<file path="src/rtl/fft_pkg.sv">
// Shared constants, sample type and address helper for the FFT bit-reversal reorder buffer.
// Natural-order bypass is enabled by defining the macro FFT_BITREV_BYPASS_EN.
package fft_pkg;

   localparam int FFT_DW        = 16;
   localparam int FFT_LOG2N     = 6;
   localparam int FFT_LOG2N_MAX = 10;

   localparam string FFT_BYPASS_MACRO = "FFT_BITREV_BYPASS_EN";
`ifdef FFT_BITREV_BYPASS_EN
   localparam bit FFT_BYPASS_EN = 1'b1;
`else
   localparam bit FFT_BYPASS_EN = 1'b0;
`endif

   typedef struct packed {
      logic signed [FFT_DW-1:0] re;
      logic signed [FFT_DW-1:0] im;
   } cplx_t;

   // Reverses the low log2n bits of addr; bits at and above log2n come back as zero.
   function automatic logic [FFT_LOG2N_MAX-1:0] bitrev(input logic [FFT_LOG2N_MAX-1:0] addr,
                                                       input int log2n);
      logic [FFT_LOG2N_MAX-1:0] r;
      r = '0;
      for (int i = 0; i < FFT_LOG2N_MAX; i++) begin
         if (i < log2n) begin
            r[4'(log2n - 1 - i)] = addr[4'(i)];
         end else begin
            r = r;
         end
      end
      return r;
   endfunction

endpackage

</file>
<file path="src/rtl/fft_bitrev_bank.sv">
// One N-entry sample bank: synchronous write port, combinational read port and full flag.
// With FFT_BITREV_BYPASS_EN the bank also remembers the bypass bit of the frame it holds.
module fft_bitrev_bank
   import fft_pkg::*;
#(
   parameter int DW    = FFT_DW,
   parameter int LOG2N = FFT_LOG2N
) (
   input  logic              clk,
   input  logic              rst_n,
   input  logic              i_we,
   input  logic [LOG2N-1:0]  i_waddr,
   input  logic [2*DW-1:0]   i_wdata,
   input  logic              i_set_full,
   input  logic              i_clr_full,
`ifdef FFT_BITREV_BYPASS_EN
   input  logic              i_bypass,
   output logic              o_bypass,
`endif
   input  logic [LOG2N-1:0]  i_raddr,
   output logic [2*DW-1:0]   o_rdata,
   output logic              o_full
);

   localparam int N = 2 ** LOG2N;

   logic [2*DW-1:0] r_mem [N];
   logic            r_full;

   // Sample storage; contents deliberately survive reset.
   always_ff @(posedge clk) begin
      if (i_we) begin
         r_mem[i_waddr] <= i_wdata;
      end
   end

   // Full flag: set by the last write of a frame, cleared by the last read.
   always_ff @(posedge clk or negedge rst_n) begin
      if (!rst_n) begin
         r_full <= 1'b0;
      end else if (i_set_full) begin
         r_full <= 1'b1;
      end else if (i_clr_full) begin
         r_full <= 1'b0;
      end else begin
         r_full <= r_full;
      end
   end

`ifdef FFT_BITREV_BYPASS_EN
   logic r_bypass;

   // Bypass is latched on the first write of a frame so mid-frame changes are ignored.
   always_ff @(posedge clk or negedge rst_n) begin
      if (!rst_n) begin
         r_bypass <= 1'b0;
      end else if (i_we && (i_waddr == '0)) begin
         r_bypass <= i_bypass;
      end else begin
         r_bypass <= r_bypass;
      end
   end

   assign o_bypass = r_bypass;
`endif

   assign o_rdata = r_mem[i_raddr];
   assign o_full  = r_full;

endmodule

</file>
<file path="src/rtl/fft_bitrev_buf.sv">
// Ping-pong reorder buffer: frames arrive in natural order and leave in bit-reversed order.
// Optional macro FFT_BITREV_BYPASS_EN adds a per-frame bypass input (natural-order drain).
module fft_bitrev_buf
   import fft_pkg::*;
#(
   parameter int DW    = FFT_DW,
   parameter int LOG2N = FFT_LOG2N
) (
   input  logic          clk,
   input  logic          rst_n,
   input  logic          in_valid,
   output logic          in_ready,
   input  logic [DW-1:0] in_re,
   input  logic [DW-1:0] in_im,
`ifdef FFT_BITREV_BYPASS_EN
   input  logic          bypass,
`endif
   output logic          out_valid,
   input  logic          out_ready,
   output logic [DW-1:0] out_re,
   output logic [DW-1:0] out_im,
   output logic          out_last,
   output logic [1:0]    frames_pending
);

   localparam logic [LOG2N-1:0] ADDR_MAX = '1;
   localparam logic [LOG2N-1:0] ADDR_ONE = {{(LOG2N-1){1'b0}}, 1'b1};

   logic             r_wbank;
   logic [LOG2N-1:0] r_waddr;
   logic             r_rbank;
   logic [LOG2N-1:0] r_raddr;

   logic             w_wr;
   logic             w_wr_last;
   logic             w_rd;
   logic             w_rd_last;
   logic [1:0]       w_full;
   logic [1:0]       w_byp;
   logic             w_natural;
   logic [LOG2N-1:0] w_ridx_rev;
   logic [LOG2N-1:0] w_ridx;
   logic [2*DW-1:0]  w_bank_rdata [2];
   logic [2*DW-1:0]  w_rdata;

   assign in_ready  = ~w_full[r_wbank];
   assign w_wr      = in_valid & in_ready;
   assign w_wr_last = w_wr & (r_waddr == ADDR_MAX);

   assign out_valid = w_full[r_rbank];
   assign w_rd      = out_valid & out_ready;
   assign w_rd_last = w_rd & (r_raddr == ADDR_MAX);

   assign w_ridx_rev = LOG2N'(bitrev(FFT_LOG2N_MAX'(r_raddr), LOG2N));
   assign w_natural  = FFT_BYPASS_EN & w_byp[r_rbank];
   assign w_ridx     = w_natural ? r_raddr : w_ridx_rev;

   for (genvar b = 0; b < 2; b++) begin : g_bank
      fft_bitrev_bank #(
         .DW    (DW),
         .LOG2N (LOG2N)
      ) u_bank (
         .clk        (clk),
         .rst_n      (rst_n),
         .i_we       (w_wr & (r_wbank == 1'(b))),
         .i_waddr    (r_waddr),
         .i_wdata    ({in_re, in_im}),
         .i_set_full (w_wr_last & (r_wbank == 1'(b))),
         .i_clr_full (w_rd_last & (r_rbank == 1'(b))),
`ifdef FFT_BITREV_BYPASS_EN
         .i_bypass   (bypass),
         .o_bypass   (w_byp[b]),
`endif
         .i_raddr    (w_ridx),
         .o_rdata    (w_bank_rdata[b]),
         .o_full     (w_full[b])
      );
   end

`ifndef FFT_BITREV_BYPASS_EN
   assign w_byp = 2'b00;
`endif

   // Write pointer: walks the current fill bank, then hops to the other bank.
   always_ff @(posedge clk or negedge rst_n) begin
      if (!rst_n) begin
         r_wbank <= 1'b0;
         r_waddr <= '0;
      end else if (w_wr_last) begin
         r_wbank <= ~r_wbank;
         r_waddr <= '0;
      end else if (w_wr) begin
         r_wbank <= r_wbank;
         r_waddr <= r_waddr + ADDR_ONE;
      end else begin
         r_wbank <= r_wbank;
         r_waddr <= r_waddr;
      end
   end

   // Read pointer: counts naturally; bit reversal is applied only to the bank address.
   always_ff @(posedge clk or negedge rst_n) begin
      if (!rst_n) begin
         r_rbank <= 1'b0;
         r_raddr <= '0;
      end else if (w_rd_last) begin
         r_rbank <= ~r_rbank;
         r_raddr <= '0;
      end else if (w_rd) begin
         r_rbank <= r_rbank;
         r_raddr <= r_raddr + ADDR_ONE;
      end else begin
         r_rbank <= r_rbank;
         r_raddr <= r_raddr;
      end
   end

   // Output data mux, forced to zero whenever nothing valid is presented.
   always_comb begin
      w_rdata = '0;
      if (out_valid) begin
         w_rdata = w_bank_rdata[r_rbank];
      end else begin
         w_rdata = '0;
      end
   end

   assign out_re         = w_rdata[2*DW-1:DW];
   assign out_im         = w_rdata[DW-1:0];
   assign out_last       = out_valid & (r_raddr == ADDR_MAX);
   assign frames_pending = {1'b0, w_full[0]} + {1'b0, w_full[1]};

endmodule

</file>
<file path="config.mk">
export PLATFORM = sky130hd
export DESIGN_NAME = fft_bitrev_buf
export DESIGN_NICKNAME = d
export VERILOG_FILES = /design/src/rtl/fft_pkg.sv /design/src/rtl/fft_bitrev_bank.sv /design/src/rtl/fft_bitrev_buf.sv
export SDC_FILE = /design/constraint.sdc
export NUM_CORES = 2
export LEC_CHECK = 0
export CAP_MARGIN = 5
export CORE_ASPECT_RATIO = 0.6
export CORE_MARGIN = 5
export CORE_UTILIZATION = 30
export CTS_CLUSTER_SIZE = 8
export DETAILED_ROUTE_END_ITERATION = 8
export PLACE_DENSITY_LB_ADDON = 0.2
export SETUP_SLACK_MARGIN = 0.05
export SYNTH_ARGS = -nofsm -noshare
export SYNTH_HDL_FRONTEND = slang
export SYNTH_SLANG_ARGS = --single-unit
</file>
<file path="constraint.sdc">
create_clock -name clk -period 5 [get_ports clk]
set_input_delay 0.75 -clock clk [delete_from_list [all_inputs] [get_ports clk]]
set_output_delay 0.75 -clock clk [all_outputs]
set_load 0.005 [all_outputs]
</file>
After elaboration in Yosys (flattened, before gate mapping) --
Memory sizes are Yosys's and may differ from the RTL's. Index checks and enable logic that the tools add are counted. W data, S select, Z words.
Storage, ports and cells: bits in registers 16, RAM bits 4096, input port bits 36, output and inout port bits 37, word-level logic and storage cells 55, memories kept 2
Operators by class: $add $sub $neg 3, magnitude comparators 3, eq/ne operators 2, multiplexer cells 20, bitwise operators 15, reductions and logical operators 4
Memories:
- g_bank[0].u_bank.r_mem | words 64, bits a word 32, read ports 1, clocked after Yosys merged registers in 0, write ports 1, RTL line fft_bitrev_bank.sv:27 | logic [2*DW-1:0] r_mem [N];
- g_bank[1].u_bank.r_mem | words 64, bits a word 32, read ports 1, clocked after Yosys merged registers in 0, write ports 1, RTL line fft_bitrev_bank.sv:27
Operator list (number):
- $mux W32 | 4
- $mux W6 | 4
- $add A6 B1 Y6 const B | 2
- $eq A6 B6 Y1 const B | 2
- $mux W1 | 12
- $and A1 B1 Y1 | 11
- $reduce_bool A2 Y1 | 4
- $lt A1 B2 Y1 const B | 2
- $not A1 Y1 | 3
- $add A1 B1 Y2 | 1
- $ge A2 B2 Y1 const B | 1
- $not A1 Y2 | 1

Longest topological paths before layout --
depth after elaboration 7, gate-level depth with buffers 13, gate-level depth less buffers 6

Hierarchy --
From an unflattened synthesis, not the netlist that was laid out.
Second synthesis, totals: cells, all modules 6913, area, all modules 156988.1 um^2
Modules (own cells, without submodules):
- fft_bitrev_bank | instances 2, cells each 3381, area each 77862.2 um^2, seq. area each 61524.0 um^2
- fft_bitrev_buf | instances 1, cells each 151, area each 1263.7 um^2, seq. area each 350.3 um^2

Worst setup path after synthesis --
Ideal clock, no wire load.
path kind input-to-reg, from input in_valid, to memory g_bank[1].u_bank.r_mem[31][0] in the netlist's numbering, enable pin, setup time 461 ps, data arrival time 3321 ps, required time 4539 ps, slack 1218 ps, stages 3, path buffers 0, cells stage by stage nand2_1 -> or2_2 -> nor3_1
Between the ends: word-level cells in the longest chain between the ends 4
Ends and longest elaborated chain:
- start: declaration | RTL line fft_bitrev_buf.sv:11 | input logic in_valid,
- $and A1 B1 Y1 | RTL line fft_bitrev_buf.sv:47 | assign w_wr = in_valid & in_ready;
- $and A1 B1 Y1 | RTL line fft_bitrev_buf.sv:65 | .i_we (w_wr & (r_wbank == 1'(b))),
- $mux W1 | RTL line fft_bitrev_bank.sv:32 | if (i_we) begin
- $mux W1 (not written as such) | RTL line fft_bitrev_bank.sv:33 | r_mem[i_waddr] <= i_wdata;
- end: declaration | RTL line fft_bitrev_bank.sv:27
Every way passes these cells.

Worst setup path in the final report --
from register r_raddr[5], to output out_im[15]
Between the ends: word-level cells in the longest chain between the ends 5, elaborated cells on any way between the ends 6, those cells by class 4 x mux; 2 x memory
Ends and longest elaborated chain:
- start: declaration | RTL line fft_bitrev_buf.sv:32 | logic [LOG2N-1:0] r_raddr;
- start signal: assignment | RTL line fft_bitrev_buf.sv:111 | r_raddr <= r_raddr + ADDR_ONE;
- start signal: assignment | RTL line fft_bitrev_buf.sv:114 | r_raddr <= r_raddr;
- $mem_v2 Z64 W32
- $mux W32 (not written as such) (*) (3 in a row) | RTL line fft_bitrev_buf.sv:122 | w_rdata = w_bank_rdata[r_rbank];
- $mux W32 (*) | RTL line fft_bitrev_buf.sv:121 | if (out_valid) begin
- end: declaration | RTL line fft_bitrev_buf.sv:21 | output logic [DW-1:0] out_im,
Mark *: on every way between the ends. The rest lies on a longest branch, timed or not. The select of a mux whose other input is x is not followed.

==> summary.txt <==
Synth
  – Yosys top cell area share: 77.9%
  – Mux share of post-synthesis cell area: 15.4%
  – Dominant synthesized flop cell: edfxtp_1
  – Fraction of registers with async set/reset: 0.389%
  – Synthesized area per cell: 22.0 um^2
  – Seq cells post-synth: 4112
  – Compound-cell area share of the yosys netlist: 3.58%
  – Synthesized area: 158000 um^2
  – Post-synthesis simple-gate area fraction: 1.02%
  – Area leader, netlist: edfxtp_1
  – Ys Warns: 0
  – Number of synthesized flops with an enable pin: 4096
  – Synthesized net count: 7212
  – Largest family of logic cells by synthesized area: multiplexers
  – Commonest cells in the netlist: edfxtp_1, mux4_2, mux2i_1
  – Most frequent cell after synthesis: edfxtp_1
  – Synth Area in Adders: 0.0238%
  – Leading post-synthesis cells by cell area: edfxtp_1, mux4_2, mux2i_1, a221oi_1, o221ai_1
  – Xor/xnor share of the synthesized area: 0.0388%
  – Sequential area share after synthesis: 78.1%
  – Syn Inst Count: 7173
  – Count of cell types in the netlist: 58

Placement
  – GPL Wtd Cong: 0.819
  – IO Port Bufs: 72
  – Post-DP HPWL: 313 mm
  – DP Worst Slack: -0.387 ns

STA
  – Final Hold Violating Endpoints: 0
  – F_max: 0.195 GHz
  – Setup WS post-layout: -0.125 ns
  – Final Max Slew Viols: 0
  – RSZ-0062 raised after global routing: yes
  – Crit path time final: 5.12 ns
  – Fin Clk Skew: 0.0676 ns
  – Worst rel slew slack: 10.9%
  – Fin Setup TNS: -0.182 ns
  – Final Cycle Share: 102%
  – Slew @ Worst Pin: 1.34 ns
  – Count of final setup violators: 4

Floorplanning
  – Die area: 541000 um^2
  – Die height: 572 um
  – Die span in x: 947 um
  – Starting Density: 30.1%
  – Core Region: 525000 um^2
  – Ports: 73
  – Rows: 206

Clock tree
  – Reg clk slew, reported paths: 0.05 ns
  – Num CTS Buffers: 588
  – CTS max path bufs: 4
  – CTS sink cnt: 4112
  – Post-CTS Hold Buffers: 0
  – CTS tree: yes
  – Htree depth: 6
  – Clock Latency Late Sink: 0.96 ns
  – Root buf cell: clkbuf_16

Layout
  – FF/Latch Area: 123000 um^2
  – Nets@finish: 8284
  – Share of cells above drive strength 1: 33.0%
  – Area of the multi-input gates: 34500 um^2
  – Syn-to-layout area delta: 22.2%
  – FILL cells: 47300

Route
  – Final WL: 553 mm
  – Via count: 84500
  – DRC violation total after the first TritonRoute iteration: 12500
  – Vias/cell: 5.53
  – Antenna viol nets, final: 0
  – Routed WL per cell: 36.2 um
  – Residual DRC: 0
  – First-pass DRT Iterations: 6

Outcome
  – Failing checks: setup timing
  – Outcome: finished, violations left

Critical path
  – Crit end category: output port
  – Register-to-Register Setup Slack: 1.72 ns
  – Max Fanout on Critical Path: 5
  – Worst reg-to-reg path cell count: 5
  – Critical path required time: 4.25 ns
  – Reg-to-Reg End: g_bank[1].u_bank.r_mem[26][28]
  – Startpoint types: flop
  – Critical setup path kind: reg -> out
  – FF-to-FF Start: r_waddr[0]
  – WP data arrival: 4.37 ns

Power and ir drop
  – Worst vdd ir: 0.000303 V
  – Power share of the clock group: 44.4%
  – Psw: 18.5 mW
  – Pwr dens: 412 nW/um^2
  – Pleak: 58.4 nW
  – Switching share of power: 23.2%
  – Internal: 61.0 mW
  – Gate power share: 6.9%
  – Flop pwr share: 48.6%

GRT
  – Initial antenna violation count: 55
  – Number of global-route vias before repair: 82800
  – Largest net degree at the start of global routing: 129
  – Overall Global Routing Usage: 19.8%
  – First-pass GRT wire length: 740 mm
  – Grt ovf: 0

Hold path
  – HP Class: in -> reg
  – Hold path cells: 1
  – Hold endpoint: g_bank[1].u_bank.r_mem[15][9]
  – Hold Crit Start: in_im[9]

Run
  – Max cap viols: 0
[worst max-delay path, stage by stage, from the launching register on]
cell and delay, ns:
dfrtp_4 0.50, buf_12 0.16, buf_4 0.13, buf_8 0.14, buf_16 0.15, mux4_2 0.44
mux4_2 0.58, o211ai_1 0.51, nand4_1 0.40, buf_4 0.28, buf_6 0.11
[power by group through the flow]
stage	combinational [mW]	clock, mW	sequential [mW]
floorplan	1.60	0	39.2
global placement	4.98	0	39.3
detailed placement	5.04	0	39.3
CTS	5.38	35.9	38.7
global route	5.67	37.5	38.7
finish	5.52	35.3	38.7
[cells by family after synthesis]
group,Yosys count
DFF,4112
adders and majority gates,3
xor gates and xnor gates,7
and+or+nand+nor,374
AOI/OAI and AO/OA,828
buffers and inverters,429
muxes,1420
[what timing repair did]
action,CTS,global route
resized for setup,538,156
setup endpoints to repair,32,31
cloned,40,9
buffers inserted,129,81
pin swaps,70,67
[final cells by class]
cell class              instances  share of cell area, %
flip-flops and latches       4112                   64.0
inverters                       4                 0.0175
clock buffers                 624                   7.88
repair buffers                907                   5.56
well taps                    6968                   4.52
multi-input cells            2632                   17.9
clock inverters                25                  0.156
diodes                         16                 0.0208
[cells in the final DEF (no fill, tap or decap), types with 10 or more instances in the layout]
master and n:
edfxtp_1 4096, mux4_2 811, clkbuf_16 614, mux2i_1 575, buf_4 558, buf_12 142, a21oi_1 141, nor2_4 136
o221ai_1 117, nand2_1 100, a221oi_1 98, o21ai_0 90, buf_6 88, o21ai_1 54, buf_16 53, a22oi_1 39
o22ai_1 36, nor2_1 29, a21oi_2 26, o21ai_2 23, a221oi_2 23, o211ai_1 22, nand3_1 21, a211oi_2 20
bufbuf_16 20, clkbuf_1 19, diode_2 16, a211oi_1 15, inv_6 14, mux2i_2 13, a22oi_2 13, a32oi_1 13
o21ai_4 12, buf_8 12, mux2i_4 11, buf_2 11, and2_1 10, mux2_2 10, dfrtp_1 10
[per-layer routing]
layer  GRT usage (%)  up-vias  routed length, um
met5               0        -                 90
met4            3.62       14              10300
met3            4.82      668              57700
met2            27.6     4613             228000
met1            31.3    46600             257000
li1                -    32600                  -
[how the worst max path moves through the flow]
stage          startpoint                            end  slack [ns]  cells past startpoint
3_3_place_gp   r_raddr[4]                      out_re[5]       -0.79                     11
4_1_cts        r_raddr[5]                      out_im[1]       -0.22                     11
5_1_grt        r_raddr[5]                     out_im[14]       -0.16                     13
6_report       r_raddr[5]                     out_im[15]       -0.12                     10
3_5_place_dp   r_raddr[4]                      out_im[0]       -0.39                     10
2_1_floorplan    in_valid  g_bank[1].u_bank.r_mem[31][0]        1.22                      3
[flip-flops by register name (all words and copies together), names as in the netlist]
register and cells:
r_wbank 1, r_waddr 6, r_rbank 1, g_bank.u_bank.o_full 2
r_raddr 6, g_bank.u_bank.r_mem 4096
[stage by stage]
stage	cell area [um^2]	instances	util, %	total power [mW]	hold slack [ns]
after global placement	172000	14400	32.7	44.3	0.564
after floorplan	158000	7173	-	40.8	0.454
final	193000	15300	36.8	79.5	0.128
after CTS	191000	15200	36.5	80.0	0.0563
after detailed placement	172000	14400	32.7	44.4	0.599
after global routing	193000	15300	36.8	81.8	0.0934
Note: power is estimated with default switching activity, not from simulation.
